File: src/rtl/uart_rx_core_if.sv
// Holding-register side of the UART receiver: received byte, its status flags and the consumer's ack.
// valid/ack: rx_valid is a level while the register is full; one cycle of rx_ack with rx_valid=1 pops it.
interface uart_rx_core_if;
    logic [7:0] rx_data;
    logic       rx_valid;
    logic       rx_fe;
    logic       rx_pe;
    logic       rx_ovr;
    logic       rx_ack;

    modport master (
        output rx_data,
        output rx_valid,
        output rx_fe,
        output rx_pe,
        output rx_ovr,
        input  rx_ack
    );

    modport slave (
        input  rx_data,
        input  rx_valid,
        input  rx_fe,
        input  rx_pe,
        input  rx_ovr,
        output rx_ack
    );
endinterface

File: src/rtl/uart_rx_core.sv
// UART receive engine: 8 data bits LSB first, optional parity, one stop bit, one-entry holding register.
// Frame sampling is timed from the start-edge detection using the divider latched at that moment.
module uart_rx_core #(
    parameter int DIV_W  = 16,
    parameter int SYNC_N = 2
) (
    input  logic             clk,
    input  logic             rst,
    input  logic             en,
    input  logic [DIV_W-1:0] baud_div,
    input  logic             par_en,
    input  logic             par_odd,
    input  logic             rx,
    output logic             busy,
    output logic [2:0]       dbg_state,
    uart_rx_core_if.master   hold
);

    typedef enum logic [2:0] {
        IDLE   = 3'd0,
        START  = 3'd1,
        DATA   = 3'd2,
        PARITY = 3'd3,
        STOP   = 3'd4
    } state_t;

    localparam logic [DIV_W-1:0] ONE = {{(DIV_W-1){1'b0}}, 1'b1};

    state_t           state, state_n;
    logic [SYNC_N-1:0] sync_q;
    logic             rxs, rxs_d;
    logic [DIV_W-1:0] cnt, div_q, half_q;
    logic             par_en_q, par_odd_q;
    logic [2:0]       bit_cnt;
    logic [7:0]       shreg;
    logic             pe_tmp, fe_tmp, cmpl;
    logic             tick_start, tick_bit, start_det, load;

    assign rxs        = sync_q[SYNC_N-1];
    assign tick_start = (cnt == half_q - ONE);
    assign tick_bit   = (cnt == div_q - ONE);
    assign start_det  = en && rxs_d && !rxs;
    assign busy       = (state != IDLE);
    assign dbg_state  = state;

    always_ff @(posedge clk or posedge rst) begin
        if (rst) begin
            sync_q <= '1;
            rxs_d  <= 1'b1;
        end else begin
            sync_q <= {sync_q[SYNC_N-2:0], rx};
            rxs_d  <= rxs;
        end
    end

    always_ff @(posedge clk or posedge rst) begin
        if (rst) state <= IDLE;
        else     state <= state_n;
    end

    always_comb begin
        state_n = state;
        case (state)
            IDLE:    if (start_det) state_n = START;
            START:   if (tick_start) state_n = rxs ? IDLE : DATA;
            DATA:    if (tick_bit && bit_cnt == 3'd7) state_n = par_en_q ? PARITY : STOP;
            PARITY:  if (tick_bit) state_n = STOP;
            STOP:    if (tick_bit) state_n = IDLE;
            default: state_n = IDLE;
        endcase
        if (!en) state_n = IDLE;
    end

    // Bit timing and deserialisation; every run of cnt restarts at 0 on each sample point.
    always_ff @(posedge clk or posedge rst) begin
        if (rst) begin
            cnt       <= '0;
            div_q     <= '0;
            half_q    <= '0;
            par_en_q  <= 1'b0;
            par_odd_q <= 1'b0;
            bit_cnt   <= '0;
            shreg     <= '0;
            pe_tmp    <= 1'b0;
            fe_tmp    <= 1'b0;
            cmpl      <= 1'b0;
        end else begin
            cmpl <= 1'b0;
            case (state)
                IDLE: begin
                    if (start_det) begin
                        cnt       <= '0;
                        div_q     <= baud_div;
                        half_q    <= baud_div >> 1;
                        par_en_q  <= par_en;
                        par_odd_q <= par_odd;
                        bit_cnt   <= '0;
                        pe_tmp    <= 1'b0;
                    end
                end
                START: cnt <= tick_start ? '0 : cnt + ONE;
                DATA: begin
                    if (tick_bit) begin
                        cnt     <= '0;
                        shreg   <= {rxs, shreg[7:1]};
                        bit_cnt <= bit_cnt + 3'd1;
                    end else begin
                        cnt <= cnt + ONE;
                    end
                end
                PARITY: begin
                    if (tick_bit) begin
                        cnt    <= '0;
                        pe_tmp <= ((^shreg) ^ rxs) != par_odd_q;
                    end else begin
                        cnt <= cnt + ONE;
                    end
                end
                STOP: begin
                    if (tick_bit) begin
                        cnt    <= '0;
                        fe_tmp <= ~rxs;
                        cmpl   <= en;
                    end else begin
                        cnt <= cnt + ONE;
                    end
                end
                default: cnt <= '0;
            endcase
        end
    end

    // Holding register: a completed frame loads if empty or being popped this cycle, otherwise it is dropped.
    assign load = cmpl && (!hold.rx_valid || hold.rx_ack);

    always_ff @(posedge clk or posedge rst) begin
        if (rst) begin
            hold.rx_data  <= 8'h00;
            hold.rx_valid <= 1'b0;
            hold.rx_fe    <= 1'b0;
            hold.rx_pe    <= 1'b0;
            hold.rx_ovr   <= 1'b0;
        end else begin
            if (load) begin
                hold.rx_data  <= shreg;
                hold.rx_fe    <= fe_tmp;
                hold.rx_pe    <= pe_tmp;
                hold.rx_valid <= 1'b1;
                if (hold.rx_ack) hold.rx_ovr <= 1'b0;
            end else if (cmpl) begin
                hold.rx_ovr <= 1'b1;
            end else if (hold.rx_ack && hold.rx_valid) begin
                hold.rx_valid <= 1'b0;
                hold.rx_ovr   <= 1'b0;
            end
        end
    end

endmodule
File: src/flat_wrapper.sv
// flat-port wrapper written by rule: the top's interface ports become plain ports
module uart_rx_core_flat 
#(
    parameter int DIV_W  = 16,
    parameter int SYNC_N = 2
)
  (clk, rst, en, baud_div, par_en, par_odd, rx, busy, dbg_state, hold_rx_data, hold_rx_valid, hold_rx_fe, hold_rx_pe, hold_rx_ovr, hold_rx_ack);
  uart_rx_core_if hold_i ();
  input  logic clk;
  input  logic rst;
  input  logic en;
  input  logic [DIV_W-1:0] baud_div;
  input  logic par_en;
  input  logic par_odd;
  input  logic rx;
  output logic busy;
  output logic [2:0] dbg_state;
  output wire logic [$bits(hold_i.rx_data)-1:0] hold_rx_data;
  output wire logic [$bits(hold_i.rx_valid)-1:0] hold_rx_valid;
  output wire logic [$bits(hold_i.rx_fe)-1:0] hold_rx_fe;
  output wire logic [$bits(hold_i.rx_pe)-1:0] hold_rx_pe;
  output wire logic [$bits(hold_i.rx_ovr)-1:0] hold_rx_ovr;
  input wire logic [$bits(hold_i.rx_ack)-1:0] hold_rx_ack;
  assign hold_rx_data = hold_i.rx_data;
  assign hold_rx_valid = hold_i.rx_valid;
  assign hold_rx_fe = hold_i.rx_fe;
  assign hold_rx_pe = hold_i.rx_pe;
  assign hold_rx_ovr = hold_i.rx_ovr;
  assign hold_i.rx_ack = hold_rx_ack;
  uart_rx_core #(.DIV_W(DIV_W), .SYNC_N(SYNC_N)) u_core (.clk(clk), .rst(rst), .en(en), .baud_div(baud_div), .par_en(par_en), .par_odd(par_odd), .rx(rx), .busy(busy), .dbg_state(dbg_state), .hold(hold_i));
endmodule
File: config.mk
export PLATFORM = sky130hd
export DESIGN_NAME = uart_rx_core_flat
export DESIGN_NICKNAME = d
export VERILOG_FILES = /design/src/rtl/uart_rx_core_if.sv /design/src/rtl/uart_rx_core.sv /design/src/flat_wrapper.sv
export SDC_FILE = /design/constraint.sdc
export NUM_CORES = 1
export LEC_CHECK = 0
export ABC_AREA = 1
export ABC_CLOCK_PERIOD_IN_PS = 2450
export BUFFER_PORTS_ARGS = -buffer_cell sky130_fd_sc_hd__buf_2
export CAP_MARGIN = 15
export CORE_UTILIZATION = 45
export CTS_BUF_LIST = sky130_fd_sc_hd__clkbuf_16
export DETAILED_ROUTE_END_ITERATION = 16
export GPL_ROUTABILITY_DRIVEN = 1
export GPL_TIMING_DRIVEN = 0
export PLACE_DENSITY = 0.65
export SLEW_MARGIN = 10
export SYNTH_ARGS = -nofsm -noshare
export SYNTH_HDL_FRONTEND = slang
export SYNTH_SLANG_ARGS = --single-unit
File: constraint.sdc
create_clock -name clk -period 2.45 [get_ports clk]
set_input_delay 0 -clock clk [delete_from_list [all_inputs] [get_ports clk]]
set_output_delay 0 -clock clk [all_outputs]
set_load 0.02 [all_outputs]
==> metrics.cfg <==
[sta]
clock_skew_ps=6.29
slew-limit-headroom_pct=62.5
clock.fmax_mhz=432
period_minus_slack_ps=2310
slew_violations=0
hold_viol_final=0
holdWs_ps=160
finalSetupViolCount=0
worst-slew-pin-transition_ps=560
final_worst_path_period_share_pct=94.5

[synth]
synth_edf_count=0
postSynthRegisterBits=66
synth.net_count=628
async_reset_ff_share_pct=100
synth_xor_area_share_pct=8.41
ys_top_cells_by_count=196 x nand2_1, 68 x inv_1, 63 x dfrtp_1
synthSimpleGateAreaFrac_pct=37.1
synth_seq_area_share_pct=38.8
synth_most_common_cell=nand2_1
yosys-top-cells-area=dfrtp_1 37%, nand2_1 17%, inv_1 6.0%
synth-adder-area-share_pct=1.47
synthesis.instances=600
dominantRegCellSynth=dfrtp_1
mapped_avg_cell_area_um2=7.11
synth_top_family_by_area=simple AND/OR/NAND/NOR gates
netlist_area_um2=4270
yosys.area.top_type_share_pct=36.9
yosys.area.top_type=dfrtp_1
synth.mux.area_fraction_pct=0.528
ys_warn_count=0
synth_compound_area_share_pct=6.01
ys_types=30

[layout]
areaGrowthSynthToFinish_pct=25.6
final_core_utilization_pct=58.3
layout.cells.non_filler=798
design.final.nets=710
finish.instance_area_um2=5360
post_route_cells_drive_above_1_share_pct=18.5
fillerInstances=862
num_antenna_cells=0

[drt]
drc=0
route.detailed.vias_per_inst=5.01
detailedRoute.firstIterationViolations=194
overall_via_count_from_detail_route=4001
number_of_detailed_routing_iterations_run_before_antenna_repair=4
detail_route.wirelength_um=10600
remaining_antenna_violation_count_after_routing=0
wl_per_cell_um=13.2

[die]
initial_core_util_pct=46.4
rows=35
chipHeight_um=99.4
fp.dieArea_um2=9880
io_pins=39
placeableCoreArea_um2=9200
die_x_um=99.4

[critical_path]
worst_r2r_endpoint=u_core.cnt[7]
timing_worst_setup_path_type=flip-flop to flip-flop
crit-reg2reg-launch=u_core.div_q[0]
worst-r2r-cell-count=18
cp_num_buf_inv=4
highest_net_fanout_along_the_worst_path=5
timing.critical_path.cells=inv_2 > buf_8 > ha_4 > nand2_2 > inv_2 > nor2_2 > nand2_1 > nor2_1 > nand3_1 > nor2_1 > nand2_1 > nor2_4 > nand2_4 > o21ai_2 > nand2_2 > nor2_4 > clkbuf_16 > nor2_2
startpoint_type=flip-flop
critPathRequiredTime_ps=2670
critical-path-top-delay-family=simple AND/OR/NAND/NOR gates
r2r_setup_slack_ps=140
worst_path_largest_cell_delay_ps=410
critical_path_arrival_ps=2530
critical-path-slowest-cell=dfrtp_1
worst_setup_path_end_kind=flip-flop

[cts]
cts_htree_levels=3
cts.sinks=66
insertion_delay_ps=330
tritoncts_buffers=9
root_cell_of_the_clock_tree=clkbuf_16
tritoncts=yes
ctsLongestPathBuffers=2
clk_pin_slew_ps=60

[global_routing]
grt_pass1_vias=3890
largest_net_degree_at_the_start_of_global_routing=49
wire_length_of_the_first_global_routing_pass_um=17900
initial_antenna_violation_count=0
grt_overflow=0
grtUsageTotal_pct=23.1

[place]
routabilityCongestion=0.904
place.detailed.instances=750
place_area_um2=4630
dp.final_hpwl_um=7620
port_buffers=38

[power]
totalPowerFinal_w=0.00571
pwr_density_cell_nw_per_um2=1070
cellLeakagePower_nw=2.57
power.ir.vdd_worst_mv=0.422

[run]
maxCapViolations=0

[min_path]
hold_class=primary input to async pin

[run_status]
run_status=finished clean

-- registers in the layout, summed over array words and instances, names as in the netlist, 2 cells and up --
name,flops
u_core.cnt,16
u_core.div_q,15
u_core.hold.rx_data,8
u_core.shreg,8
u_core.bit_cnt,3
u_core.dbg_state,3
u_core.sync_q,2
-- tightest hold or removal path, delay by kind of cell --
kind                   cells  cell delay, ps
buffers and inverters      3             870
-- final cells by class --
cell class	count	area [um^2]	share of cell area [%]
Timing Repair Buffer	71	534	9.97
Buffer	13	81.3	1.52
Clock inverter	7	98.8	1.84
Inverter	71	269	5.02
Sequential cell	66	1660	30.9
Tap cell	111	139	2.59
Multi-Input combinational cell	450	2360	44.0
Clock buffer	9	225	4.20
-- power by group --
group	total [W]	switching, W	internal, W	leakage [nW]
sequential	0.00162	0.000326	0.00129	0.874
clock	0.00143	0.000530	0.000900	0.157
combinational	0.00266	0.00164	0.00103	1.54
-- how the worst max path moves through the flow --
| stage | start | end | slack, ps | cells after the start |
|---|---|---|---|---|
| global placement | u_core.div_q[0] | u_core.cnt[5] | -240 | 17 |
| global route | u_core.div_q[1] | u_core.dbg_state[1] | -20 | 17 |
| CTS | u_core.div_q[0] | u_core.cnt[5] | 4 | 18 |
| floorplan | u_core.div_q[0] | u_core.cnt[2] | 280 | 18 |
| finish | u_core.div_q[0] | u_core.cnt[7] | 140 | 18 |
| detailed placement | u_core.div_q[0] | u_core.cnt[3] | -250 | 17 |
-- per-stage QoR --
stage,TNS (ps),worst slack [ps]
3_5_place_dp,-5030,-247
5_1_grt,-38.1,-18.1
3_3_place_gp,-7890,-238
4_1_cts,0,4.39
2_1_floorplan,0,285
6_report,0,136
-- logic make-up after synthesis --
group,count (synthesis)
compound gates,50
xor+xnor,41
mux,2
simple gates,352
buf+inv,84
fa+ha+maj,5
flops,66
-- metal layers --
metal  routed length (um)  vias up  track usage (%)
met5                    0        -                0
met4                   75        0             5.88
met3                  354        6             4.22
met2                 5100       76             38.8
met1                 5040     1878             31.0
li1                     -     2041                -
-- layout by cell type (no fill, tap or decap), types with 2 or more instances in the layout --
cell type	synthesis	routed
nand4_1	10	10
buf_4	0	8
xnor2_1	19	19
clkbuf_2	1	2
nand2_1	196	195
o21ai_0	32	31
nand3_1	41	40
dlygate4sd3_1	0	22
buf_8	0	2
dfstp_2	3	3
o21ai_1	10	11
mux2_2	2	2
dfrtp_1	63	63
ha_4	0	2
nor3_1	8	8
inv_2	2	7
xor2_1	22	22
bufinv_16	0	2
clkbuf_1	9	8
a21oi_1	6	6
nor2_4	12	16
inv_6	0	3
ha_1	5	3
nor2_2	13	12
inv_1	68	62
nor2_1	58	55
buf_6	1	2
nand3b_1	3	3
nand2_4	1	3
nand2_2	8	7
clkbuf_16	0	10
buf_2	2	38
-- timing repair --
item	CTS	global route
pin swaps	2	12
setup endpoints to repair	33	34
buffers inserted	3	6
endpoints found under the hold margin	86	0
resized for setup	11	19
cloned	0	1
hold buffers	22	0
Note: power is estimated with default switching activity, not from simulation.
